[src/rtl/flash_sample_reader_if.sv]
// Avalon-MM read-master bus between the sample reader and the flash controller.
interface flash_sample_reader_if #(
    parameter int unsigned FLASH_ADDR_W = 23
);
    logic                    flash_mem_read;
    logic [FLASH_ADDR_W-1:0] flash_mem_address;
    logic [3:0]              flash_mem_byteenable;
    logic                    flash_mem_waitrequest;
    logic [31:0]             flash_mem_readdata;
    logic                    flash_mem_readdatavalid;

    modport master (
        output flash_mem_read,
        output flash_mem_address,
        output flash_mem_byteenable,
        input  flash_mem_waitrequest,
        input  flash_mem_readdata,
        input  flash_mem_readdatavalid
    );

    modport slave (
        input  flash_mem_read,
        input  flash_mem_address,
        input  flash_mem_byteenable,
        output flash_mem_waitrequest,
        output flash_mem_readdata,
        output flash_mem_readdatavalid
    );
endinterface

[src/rtl/flash_sample_reader.sv]
// Fetches 32-bit words from flash at the address counter's position, advances
// the counter after each fetch, and plays each word out as two 16-bit samples.
module flash_sample_reader #(
    parameter int unsigned FLASH_ADDR_W = 23,
    parameter int unsigned ADV_TIMEOUT  = 8
) (
    input  logic                  clk,
    input  logic                  reset,
    input  logic                  dir,
    input  logic                  enable,
    input  logic                  sample_tick,
    input  logic [31:0]           current_address,
    input  logic                  addr_retrieved_flag,
    output logic                  read_addr_flag,
    flash_sample_reader_if.master flash,
    output logic [15:0]           sample_out,
    output logic                  sample_valid,
    output logic                  busy,
    output logic [7:0]            underrun_count,
    output logic                  adv_error
);

    localparam int unsigned TMR_W = (ADV_TIMEOUT > 1) ? $clog2(ADV_TIMEOUT) : 1;

    typedef enum logic [2:0] {
        IDLE,
        FETCH_REQ,
        FETCH_WAIT,
        ADVANCE,
        ADV_WAIT,
        READY
    } state_t;

    state_t                  state_q, state_d;
    logic                    flag_q, flag_d;
    logic                    read_q, read_d;
    logic [FLASH_ADDR_W-1:0] addr_q, addr_d;
    logic [31:0]             word_q, word_d;
    logic                    word_dir_q, word_dir_d;
    logic                    half_q, half_d;
    logic [15:0]             sample_q, sample_d;
    logic                    valid_q, valid_d;
    logic [7:0]              under_q, under_d;
    logic                    err_q, err_d;
    logic [TMR_W-1:0]        tmr_q, tmr_d;

    // Upper counter address bits lie outside the flash word space.
    logic unused_addr_hi;
    assign unused_addr_hi = ^current_address[31:FLASH_ADDR_W];

    // State and output registers; reset aborts any fetch in progress.
    always_ff @(posedge clk) begin
        if (reset) begin
            state_q    <= IDLE;
            flag_q     <= 1'b0;
            read_q     <= 1'b0;
            addr_q     <= '0;
            word_q     <= '0;
            word_dir_q <= 1'b0;
            half_q     <= 1'b0;
            sample_q   <= '0;
            valid_q    <= 1'b0;
            under_q    <= '0;
            err_q      <= 1'b0;
            tmr_q      <= '0;
        end else begin
            state_q    <= state_d;
            flag_q     <= flag_d;
            read_q     <= read_d;
            addr_q     <= addr_d;
            word_q     <= word_d;
            word_dir_q <= word_dir_d;
            half_q     <= half_d;
            sample_q   <= sample_d;
            valid_q    <= valid_d;
            under_q    <= under_d;
            err_q      <= err_d;
            tmr_q      <= tmr_d;
        end
    end

    // Next-state and next-output decode.
    always_comb begin
        state_d    = state_q;
        flag_d     = 1'b0;
        read_d     = read_q;
        addr_d     = addr_q;
        word_d     = word_q;
        word_dir_d = word_dir_q;
        half_d     = half_q;
        sample_d   = sample_q;
        valid_d    = 1'b0;
        under_d    = under_q;
        err_d      = err_q;
        tmr_d      = tmr_q;

        // A tick that arrives while no word is ready is a lost sample.
        if (sample_tick && enable && (state_q != READY) && (under_q != 8'hFF)) begin
            under_d = under_q + 8'd1;
        end

        case (state_q)
            IDLE: begin
                state_d = FETCH_REQ;
                read_d  = 1'b1;
                addr_d  = current_address[FLASH_ADDR_W-1:0];
            end
            FETCH_REQ: begin
                if (!flash.flash_mem_waitrequest) begin
                    read_d  = 1'b0;
                    state_d = FETCH_WAIT;
                end
            end
            FETCH_WAIT: begin
                if (flash.flash_mem_readdatavalid) begin
                    word_d     = flash.flash_mem_readdata;
                    word_dir_d = dir;
                    flag_d     = 1'b1;
                    state_d    = ADVANCE;
                end
            end
            ADVANCE: begin
                tmr_d   = '0;
                state_d = ADV_WAIT;
            end
            ADV_WAIT: begin
                if (addr_retrieved_flag) begin
                    half_d  = 1'b0;
                    state_d = READY;
                end else if (tmr_q == TMR_W'(ADV_TIMEOUT - 1)) begin
                    err_d   = 1'b1;
                    half_d  = 1'b0;
                    state_d = READY;
                end else begin
                    tmr_d = tmr_q + TMR_W'(1);
                end
            end
            READY: begin
                if (sample_tick && enable) begin
                    valid_d = 1'b1;
                    if (!half_q) begin
                        sample_d = word_dir_q ? word_q[15:0] : word_q[31:16];
                        half_d   = 1'b1;
                    end else begin
                        sample_d = word_dir_q ? word_q[31:16] : word_q[15:0];
                        half_d   = 1'b0;
                        read_d   = 1'b1;
                        addr_d   = current_address[FLASH_ADDR_W-1:0];
                        state_d  = FETCH_REQ;
                    end
                end
            end
            default: begin
                state_d = IDLE;
            end
        endcase
    end

    // Output drive.
    assign read_addr_flag             = flag_q;
    assign flash.flash_mem_read       = read_q;
    assign flash.flash_mem_address    = addr_q;
    assign flash.flash_mem_byteenable = 4'hF;
    assign sample_out                 = sample_q;
    assign sample_valid               = valid_q;
    assign underrun_count             = under_q;
    assign adv_error                  = err_q;
    assign busy                       = (state_q != READY);

endmodule
[src/flat_wrapper.sv]
// flat-port wrapper written by rule: the top's interface ports become plain ports
module flash_sample_reader_flat 
#(
    parameter int unsigned FLASH_ADDR_W = 23,
    parameter int unsigned ADV_TIMEOUT  = 8
)
  (clk, reset, dir, enable, sample_tick, current_address, addr_retrieved_flag, read_addr_flag, sample_out, sample_valid, busy, underrun_count, adv_error, flash_flash_mem_read, flash_flash_mem_address, flash_flash_mem_byteenable, flash_flash_mem_waitrequest, flash_flash_mem_readdata, flash_flash_mem_readdatavalid);
  flash_sample_reader_if #(.FLASH_ADDR_W(FLASH_ADDR_W)) flash_i ();
  input  logic clk;
  input  logic reset;
  input  logic dir;
  input  logic enable;
  input  logic sample_tick;
  input  logic [31:0] current_address;
  input  logic addr_retrieved_flag;
  output logic read_addr_flag;
  output logic [15:0] sample_out;
  output logic sample_valid;
  output logic busy;
  output logic [7:0] underrun_count;
  output logic adv_error;
  output wire logic [$bits(flash_i.flash_mem_read)-1:0] flash_flash_mem_read;
  output wire logic [$bits(flash_i.flash_mem_address)-1:0] flash_flash_mem_address;
  output wire logic [$bits(flash_i.flash_mem_byteenable)-1:0] flash_flash_mem_byteenable;
  input wire logic [$bits(flash_i.flash_mem_waitrequest)-1:0] flash_flash_mem_waitrequest;
  input wire logic [$bits(flash_i.flash_mem_readdata)-1:0] flash_flash_mem_readdata;
  input wire logic [$bits(flash_i.flash_mem_readdatavalid)-1:0] flash_flash_mem_readdatavalid;
  assign flash_flash_mem_read = flash_i.flash_mem_read;
  assign flash_flash_mem_address = flash_i.flash_mem_address;
  assign flash_flash_mem_byteenable = flash_i.flash_mem_byteenable;
  assign flash_i.flash_mem_waitrequest = flash_flash_mem_waitrequest;
  assign flash_i.flash_mem_readdata = flash_flash_mem_readdata;
  assign flash_i.flash_mem_readdatavalid = flash_flash_mem_readdatavalid;
  flash_sample_reader #(.FLASH_ADDR_W(FLASH_ADDR_W), .ADV_TIMEOUT(ADV_TIMEOUT)) u_core (.clk(clk), .reset(reset), .dir(dir), .enable(enable), .sample_tick(sample_tick), .current_address(current_address), .addr_retrieved_flag(addr_retrieved_flag), .read_addr_flag(read_addr_flag), .flash(flash_i), .sample_out(sample_out), .sample_valid(sample_valid), .busy(busy), .underrun_count(underrun_count), .adv_error(adv_error));
endmodule
[config.mk]
export PLATFORM = sky130hd
export DESIGN_NAME = flash_sample_reader_flat
export DESIGN_NICKNAME = d
export VERILOG_FILES = /design/src/rtl/flash_sample_reader_if.sv /design/src/rtl/flash_sample_reader.sv /design/src/flat_wrapper.sv
export SDC_FILE = /design/constraint.sdc
export NUM_CORES = 1
export LEC_CHECK = 0
export CORE_MARGIN = 1
export CORE_UTILIZATION = 42
export CTS_CLUSTER_DIAMETER = 150
export CTS_CLUSTER_SIZE = 25
export DETAILED_ROUTE_END_ITERATION = 10
export PLACE_DENSITY = 0.75
export SYNTH_ARGS = -nofsm -noshare
export SYNTH_HDL_FRONTEND = slang
export SYNTH_SLANG_ARGS = --single-unit
[constraint.sdc]
create_clock -name clk -period 1.45 [get_ports clk]
set_input_delay 0.29 -clock clk [delete_from_list [all_inputs] [get_ports clk]]
set_output_delay 0.29 -clock clk [all_outputs]
set_load 0.01 [all_outputs]
==> flow_summary.ini <==
[run_status]
status = complete, but fails checks
failed_checks = negative setup slack

[grt]
grt_max_degree = 70
grt_pass1_vias = 3787
grt_first_pass_wirelength_um = 17000
grt.total_usage_pct = 21.49
overflow = 0
antenna_found_initial = 0

[synth]
async_reset_ff_share_pct = 0
syn_inst = 477
syn_area_per_cell_um2 = 8.365
synth_area_um2 = 3990
synth-seq-area-share_pct = 45.66
synth.distinct_cells = 47
ys_ff_latch = 91
ys.flop_type = dfxtp_1
synth_edf_count = 0
yosysWarnings = 0

[finish]
mostFrequentLayoutCells = dfxtp_1, nand2_1, clkdlybuf4s50_1
layout_commonest_cell = dfxtp_1
drive_gt1_share_pct = 20.22
finalInstanceArea_um2 = 6123
fill_cells = 754
diodes = 0
fin_util_pct = 66.27
nets = 693
area_delta_synth_final_pct = 53.46

[sta]
period_needed_ps = 1467
fmax_ghz = 0.6816
min_period_over_period_pct = 101.2
skew_ps = 17.26
setup_violations = 5
hold_viol = 0
fin_ws_ps = -17.22
rsz0062_at_grt = true
drv_slew = 0

[worst_setup_path]
crit_path_top_delay_cell = dfxtp_2
crit_fanout = 4
critPathKind = reg -> out
critPathRequiredTime_ps = 1160
critPathMaxStageDelay_ps = 340
critPathTopFamily = flip-flops
setup.worst_path.start_class = register
path_buf_inv = 2
arrival_ps = 1180
path_cells = and3b_2 -> clkinv_4 -> buf_6
end_kind = output port

[detailed_routing]
detail-route-antenna-nets = 0
drt_iter0_drc = 167
first_pass_iters = 4
drt-total-wl_um = 11330
wl_per_cell_um = 15.07
vias_per_cell = 5.336
num_vias = 4013
post-route-drc-count = 0

[clock_tree]
cts_tree = done
clock-sinks = 91
clk_pin_slew_ps = 100
clock_latency_ps = 370
hold_buffers = 0
cts_buffer_depth = 2
h-tree-depth = 3
numCtsBuffers = 9
cts_root_buffer = clkbuf_8

[placement]
hpwlAfterDp_um = 6716
dpl_cell_area_um2 = 5497
io_buffers = 114
gp_congestion = 0.8508

[job]
drv_cap = 0

[floorplan]
num_rows = 35
die_w_um = 99.47
core_um2 = 9240
initial_core_util_pct = 43.18
die_area_um2 = 9894
die_h_um = 99.47
ioPinCount = 128

[power_and_ir_drop]
p_per_area_nw_per_um2 = 899.6
power_uw = 5508
leakage_uw = 0.002544
ir_drop_mv = 0.6294

[min_path]
hold_path_class = in -> reg
==> cells in the mapped netlist, types with 3 or more instances <==
library cell  instances  area (um2)
and3_1                3       18.77
nand2_1              85       319.1
nor2_1               50       187.7
mux2i_1              28       280.3
buf_4                 6       45.04
nor3_1                6       30.03
nand4_1               5       31.28
inv_1                17       63.81
buf_2                 4       20.02
a211oi_1             20       150.1
a21oi_1              54       270.3
o311a_1              12       120.1
ha_1                  3       37.54
clkbuf_1             27       101.4
and3b_1               3       26.28
o22ai_1              12       75.07
o21a_1               12       90.09
nand2b_1              3       18.77
a31oi_1               3       18.77
dfxtp_1              91        1822
==> state kept, by name, indices dropped and copies added, names as in the netlist <==
name,cells
u_core.underrun_count,8
u_core.flash.flash_mem_read,1
u_core.word_q,32
u_core.state_q,3
u_core.read_addr_flag,1
u_core.half_q,1
u_core.word_dir_q,1
u_core.sample_valid,1
u_core.tmr_q,3
u_core.adv_error,1
u_core.sample_out,16
u_core.flash.flash_mem_address,23
==> area by class of cell <==
| class | count | area, um2 | area share [%] |
|---|---|---|---|
| Clock buffer | 9 | 123.9 | 2.023 |
| Clock inverter | 7 | 76.32 | 1.246 |
| Multi-Input combinational cell | 333 | 2166 | 35.37 |
| Timing Repair Buffer | 165 | 1688 | 27.56 |
| Inverter | 18 | 72.57 | 1.185 |
| Sequential cell | 91 | 1836 | 29.98 |
| Tap cell | 129 | 161.4 | 2.636 |
==> routing by layer <==
layer  track usage (%)  wire length, um
met5                 0                0
met4             8.937              208
met3             4.568              666
met2             37.87             5671
met1             25.32             4788
==> logic make-up after synthesis <==
group	Yosys count	synth area share (%)
multiplexers	29	7.306
other	1	0.09398
buffers and inverters	57	6.271
AND/OR/NAND/NOR	171	18.69
flip-flops	91	45.66
AO/OA/AOI/OAI	123	20.13
adder cells (fa/ha/maj)	3	0.9408
XOR/XNOR	2	0.9095
==> where the power goes <==
group / total [uW] / internal (uW) / switching, uW
logic: 1090 / 573 / 514
registers: 2690 / 2620 / 74.3
clock network: 1730 / 686 / 1050
==> metrics by stage <==
| stage | setup TNS [ps] | std cells | setup WS, ps | hold slack, ps |
|---|---|---|---|---|
| after floorplan | 0 | 480 | 3.919 | 426.0 |
| after global placement | -21180 | 718 | -345.6 | 440.9 |
| after detailed placement | -22300 | 718 | -380.9 | 446.9 |
| after CTS | -768.3 | 748 | -97.71 | 267.7 |
| after global routing | -1008 | 752 | -61.52 | 305.5 |
| final | -37.03 | 752 | -17.22 | 278.8 |
==> worst min-delay path: cells and delay by family <==
family        cells  cell delay [ps]
buf+inv           1              150
mux               1               50
simple gates      1              120
==> what timing repair did <==
item,4_1_cts,5_1_grt
cloned,3,3
endpoints found under the setup margin,67,82
gates resized for setup,94,36
pin swaps,16,11
setup buffers,11,2
==> worst paths after layout <==
kind                startpoint                        to  slack (ps)  cells after the start
max          u_core.state_q[1]                      busy         -20                      3
min                      reset  u_core.underrun_count[1]         280                      3
max reg2reg  u_core.state_q[0]         u_core.word_q[21]         -10                      9
min reg2reg   u_core.word_q[4]          u_core.word_q[4]         460                      2
Power figures use the tool's default switching activity.
==> RTL change 1 (same settings) <==
`ADV_TIMEOUT` is set to 8 in 2 places; all go to 16.
--- a/src/rtl/flash_sample_reader.sv
+++ b/src/rtl/flash_sample_reader.sv
@@ -4,3 +4,3 @@
     parameter int unsigned FLASH_ADDR_W = 23,
-    parameter int unsigned ADV_TIMEOUT  = 8
+    parameter int unsigned ADV_TIMEOUT  = 16
 ) (
--- a/src/flat_wrapper.sv
+++ b/src/flat_wrapper.sv
@@ -4,3 +4,3 @@
     parameter int unsigned FLASH_ADDR_W = 23,
-    parameter int unsigned ADV_TIMEOUT  = 8
+    parameter int unsigned ADV_TIMEOUT  = 16
 )
Function: same outputs for any inputs over 10 cycles, from zero or initial values and one cycle with reset high; that may be too few to reach the edited logic, so the function may still have changed.
==> RTL change 1 against the unedited design <==
Routed wire length decreased by 18%; cell area shrank 12%; setup slack improved by 0.027 ns; critical endpoint is now u_core.underrun_count[5]$_SDFFE_PP0P_; global-route usage down 1.1 points; power down 8.3%; clock power down 9%; sequential cell count up 1; count of clock-buffer cells in the layout is 1 higher; synthesized area shrank 7.0%.
==> RTL change 1: results (changes against the unedited design) <==
total CTS buffers 9 (unchanged); GPL Wtd Cong 0.793 (-6.9%); clk buf depth 2 (unchanged); final hold vios 0 (unchanged); Clock Skew 0.0109 ns (-0.00639 ns); most frequent cells after synthesis nand2_1, dfxtp_1, a21oi_1; vias in the first global route 3,267 (-14%); Netlist cell types 43 (-8.5%); final non-filler cell total 668 (-11%); largest net degree at the start of global routing 50 (-29%); Clk pin slew, worst setup/hold paths 0.09 ns; Max IR drop VDD 746 uV (+19%); Largest register FFs 32 (unchanged); root buf cell clkbuf_8; initial antenna violation count 0 (unchanged); Post-Synthesis Cells 428 (-10%); Diodes inserted 0 (unchanged); Arr. time, crit path 1.68 ns (+0.50 ns); CP max FO 4 (unchanged); first-pass GRT wire length 14,500 um (-14%); status complete, no violations; detailed-placement wirelength estimate 6200 um (-7.7%); Inst Count DP 647 (-9.9%); Area contributors post-synth dfxtp_1, nand2_1, a21oi_1, mux2i_1, a211oi_2; Skew-Pair Late Insertion Delay 0.35 ns (-0.02 ns); CTS H-tree lvls 3 (unchanged); wire per inst 13.9 um (-7.9%); post-synthesis sequential area ratio 49.6% (+4.0 points); final net count 632 (-8.8%); area post-placement 5150 um^2 (-6.2%); ys flop type dfxtp_1; DR vias 3,353 (-16%); Initial DRT Pass Iterations 4 (unchanged); Biggest register u_core.word_q; total track usage 20.4% (-1.1 points); ys async rst share 0% (unchanged); synth warn 0 (unchanged); First DRT Iteration DRCs 137 (-18%); port bufs 114 (unchanged); Place WS -0.381 ns (-0.000399 ns); Pleak 2.17 nW (-15%); Hold Crit Class in -> reg; share of cells above drive strength 1 15.1% (-5.1 points)
==> RTL change 1: cell types whose count changed after synthesis, moves of 12 or more <==
cell	unedited run	this run
o22ai_1	12	0
o311a_1	12	0
nand2_1	85	121
clkbuf_1	27	11
o21a_1	12	0
inv_1	17	0
a211oi_1	20	7
nor2_1	50	27
==> RTL change 1: metrics by stage <==
stage | utilization, % | total power (W) | TNS (ns)
2_1_floorplan | - | 0.00310 | -0.0222
3_3_place_gp | 61.5 | 0.00352 | -15.16
3_5_place_dp | 61.5 | 0.00353 | -17.12
4_1_cts | 63.1 | 0.00507 | 0
5_1_grt | 64.4 | 0.00529 | -0.327
6_report | 64.4 | 0.00505 | 0
==> RTL change 1: per-layer routing <==
metal / up-vias / GRT usage [%] / part of all wire (%)
li1: 1692 / - / -
met1: 1535 / 23.9 / 43
met2: 112 / 34.1 / 47
met3: 14 / 7.03 / 7.8
met4: 0 / 7.84 / 1.8
met5: - / 0 / 0
==> RTL change 1: path summary, 6_finish.rpt <==
kind / startpoint / to / depth (start not counted) / slack [ns]
max: u_core.underrun_count[1]$_SDFFE_PP0P_ / u_core.underrun_count[5]$_SDFFE_PP0P_ / 5 / 0.009
max reg2reg: u_core.underrun_count[1]$_SDFFE_PP0P_ / u_core.underrun_count[5]$_SDFFE_PP0P_ / 5 / 0.009
min: reset / u_core.half_q$_SDFFE_PP0P_ / 2 / 0.25
min reg2reg: u_core.flash.flash_mem_address[0]$_SDFFE_PP0P_ / u_core.flash.flash_mem_address[0]$_SDFFE_PP0P_ / 2 / 0.46
==> RTL change 1: report_power, final <==
group / internal, W / leakage [nW] / switching [W]
clock network: 0.000682 / 0.0893 / 0.000899
registers: 0.00262 / 0.751 / 0.0000597
logic: 0.000422 / 1.33 / 0.000363
==> RTL change 1: cell type report <==
class / instances / area, um^2
fill: 748 / 2990
clock inverter: 6 / 46.3
tap: 105 / 131
clock buffer: 10 / 138
timing repair buffer: 147 / 1460
sequential: 92 / 1860
multi-input combinational: 308 / 1760
==> RTL change 1: cell families (layout without fill, tap and decap cells) <==
kind of cell,count (synthesis),count (layout),synth area share (%)
buffers and inverters,31,163,4.72
AOI/OAI and AO/OA,92,92,16.2
muxes,19,19,5.16
and+or+nand+nor,186,186,21.9
xor gates and xnor gates,5,5,1.69
DFF,92,92,49.6
other,1,4,0.101
adders and majority gates,2,2,0.674
==> RTL change 1: repair_timing <==
| item | in CTS | in global routing |
|---|---|---|
| resized for setup | 62 | 10 |
| pin swaps | 2 | 5 |
| setup buffers | 0 | 3 |
| endpoints found under the setup margin | 76 | 35 |
| gates cloned | 0 | 2 |
==> RTL change 1: worst max-delay path, cell delays in order (launching register included) <==
cell and delay [ns]:
dfxtp_2 0.36, buf_4 0.12, nand3_1 0.16, nor4b_1 0.40, mux2i_1 0.23, nor2_1 0.06
==> RTL change 2 (same flow settings) <==
Without the edit above. Re-encode `state_t` (6 states) as one-hot, 6 bits wide.
--- a/src/rtl/flash_sample_reader.sv
+++ b/src/rtl/flash_sample_reader.sv
@@ -24,9 +24,9 @@
 
-    typedef enum logic [2:0] {
-        IDLE,
-        FETCH_REQ,
-        FETCH_WAIT,
-        ADVANCE,
-        ADV_WAIT,
-        READY
+    typedef enum logic [5:0] {
+        IDLE       = 6'b000001,
+        FETCH_REQ  = 6'b000010,
+        FETCH_WAIT = 6'b000100,
+        ADVANCE    = 6'b001000,
+        ADV_WAIT   = 6'b010000,
+        READY      = 6'b100000
     } state_t;
Behaviour: same outputs for any inputs over 10 cycles, from zero or initial values and one cycle with reset high; not proved beyond that.
==> RTL change 2 against the unedited design <==
The flow finishes with violations (design-rule violations, negative setup slack); register-to-register slack worse by 0.31 ns; synthesized area is 3.1% lower; global-route usage is 1.2 points higher; largest cell class unchanged; non-clock buffer count is 2 higher; cell area is 2.7% lower; die area is 3.0% lower; routed wire length is 4.1% lower; highest routed layer unchanged; power is 4.5% higher; core utilization is 1.4 points higher; sequential cell count is 3 higher; setup slack worse by 0.34 ns.
==> RTL change 2: results (changes against the unedited design) <==
Skew-Pair Late Insertion Delay 0.38 ns; detailed-placement wirelength estimate 6740 um (+0.37%); M1 WL 4540 um (-5.1%); final net count 667 (-3.8%); most frequent cells after synthesis nand2_1, dfxtp_1, a21oi_1; post-synthesis sequential area ratio 48.7% (+3.0 points); Max IR drop VDD 568 uV (-9.7%); crit-path leading delay family simple AND/OR/NAND/NOR gates; sw frac 28.8% (-0.80 points); Setup Viol. Count Final 87 (+82); launch point of the worst path u_core.state_q[2]$_SDFFE_PP0P_; port bufs 114 (unchanged); crit-path max cell delay 0.56 ns (+0.22 ns); total track usage 22.7% (+1.2 points); met3 routed WL 397 um (-40%); CTS H-tree lvls 3 (unchanged); Final WS setup -0.354 ns (-0.336 ns); failing checks design-rule violations, negative setup slack; initial antenna violation count 0 (unchanged); filler cell count in the final layout 683 (-9.4%); Initial DRT Pass Iterations 8 (+4); Clock Skew 0.0128 ns (-0.00450 ns); First DRT Iteration DRCs 173 (+3.6%); setup TNS -10.32 ns (-10.29 ns); Area contributors post-synth dfxtp_1, nand2_1, mux2i_1, a21oi_1, a211oi_1; Diodes inserted 0 (unchanged); Largest register FFs 32 (unchanged); first-pass GRT wire length 17,500 um (+3.1%); ys flop type dfxtp_1; synth warn 0 (unchanged); slowest CP cell or4_4; wire per inst 15.4 um (+2.3%); DRC viols 9 (+9); clk buf depth 2 (unchanged); GPL Wtd Cong 0.803 (-5.6%); share of cells above drive strength 1 20.9% (+0.71 points); Hold Crit Class in -> reg; hold path start reset; CP max FO 2 (-2); metal2 WL 5620 um (-0.93%); root buf cell clkbuf_8; total CTS buffers 9 (unchanged); Place WS -0.407 ns (-0.0264 ns); Clk pin slew, worst setup/hold paths 0.10 ns (about the same); Arr. time, crit path 1.51 ns (+0.33 ns); Netlist cell types 45 (-4.3%); drt via density 5.22 (-2.2%); Pleak 2.40 nW (-5.6%); status finished with violations; largest net degree at the start of global routing 59 (-16%); vias in the first global route 3,702 (-2.2%)
RTL change 2: logic make-up (layout without fill, tap and decap cells):
family,after synthesis,after routing,synth area share (%)
simple gates,185,185,20.8
flops,94,94,48.7
compound gates,83,83,13.6
mux,41,41,10.7
buf+inv,36,186,4.76
fa+ha+maj,3,3,0.971
other cells,1,4,0.0970
xor+xnor,1,1,0.421
RTL change 2: final cells by class:
class,count,share of cell area (%)
Timing Repair Buffer,167,28.7
Clock inverter,7,1.24
Clock buffer,9,2.08
Multi-Input combinational cell,317,33.7
Inverter,3,0.189
Sequential cell,94,31.8
Tap cell,108,2.27
RTL change 2: final timing paths:
check,end,slack [ns],cells after the start
min reg2reg,u_core.word_q[3]$_SDFFE_PP0P_,0.46,2
min,u_core.read_addr_flag$_SDFF_PP0_,0.22,2
max reg2reg,u_core.underrun_count[6]$_SDFFE_PP0P_,-0.32,5
max,busy,-0.35,4
RTL change 2: timing repair:
action,in CTS,in global routing
gates cloned,6,0
pin swaps,11,12
setup buffers,9,7
resized for setup,91,39
endpoints found under the setup margin,138,91
RTL change 2: power groups by stage:
stage	logic, W	registers (W)	clock network [W]
after floorplan	0.000454	0.00290	0
after global placement	0.00108	0.00283	0
final	0.00122	0.00278	0.00176
after detailed placement	0.00110	0.00284	0
after CTS	0.00128	0.00278	0.00176
after global routing	0.00130	0.00280	0.00190
RTL change 2: worst register-to-register path: cells and delay by family, from the launching register on:
| family | cells | cell delay (ns) |
|---|---|---|
| simple gates | 2 | 0.63 |
| flops | 1 | 0.33 |
| mux | 1 | 0.30 |
| compound gates | 1 | 0.23 |
| buf+inv | 1 | 0.18 |
RTL change 2: metrics by stage:
step,area [um^2],utilization (%),std cells
floorplan,3900,-,447
detailed placement,5350,60.8,672
CTS,5850,66.4,703
finish,5960,67.7,705
global placement,5350,60.8,672
global route,5960,67.7,705
RTL change 2: per-layer routing:
layer,global-route usage (%),vias up
li1,-,1809
met1,26.5,1757
met2,40.8,90
met3,3.87,25
met4,10.0,0
met5,0,-
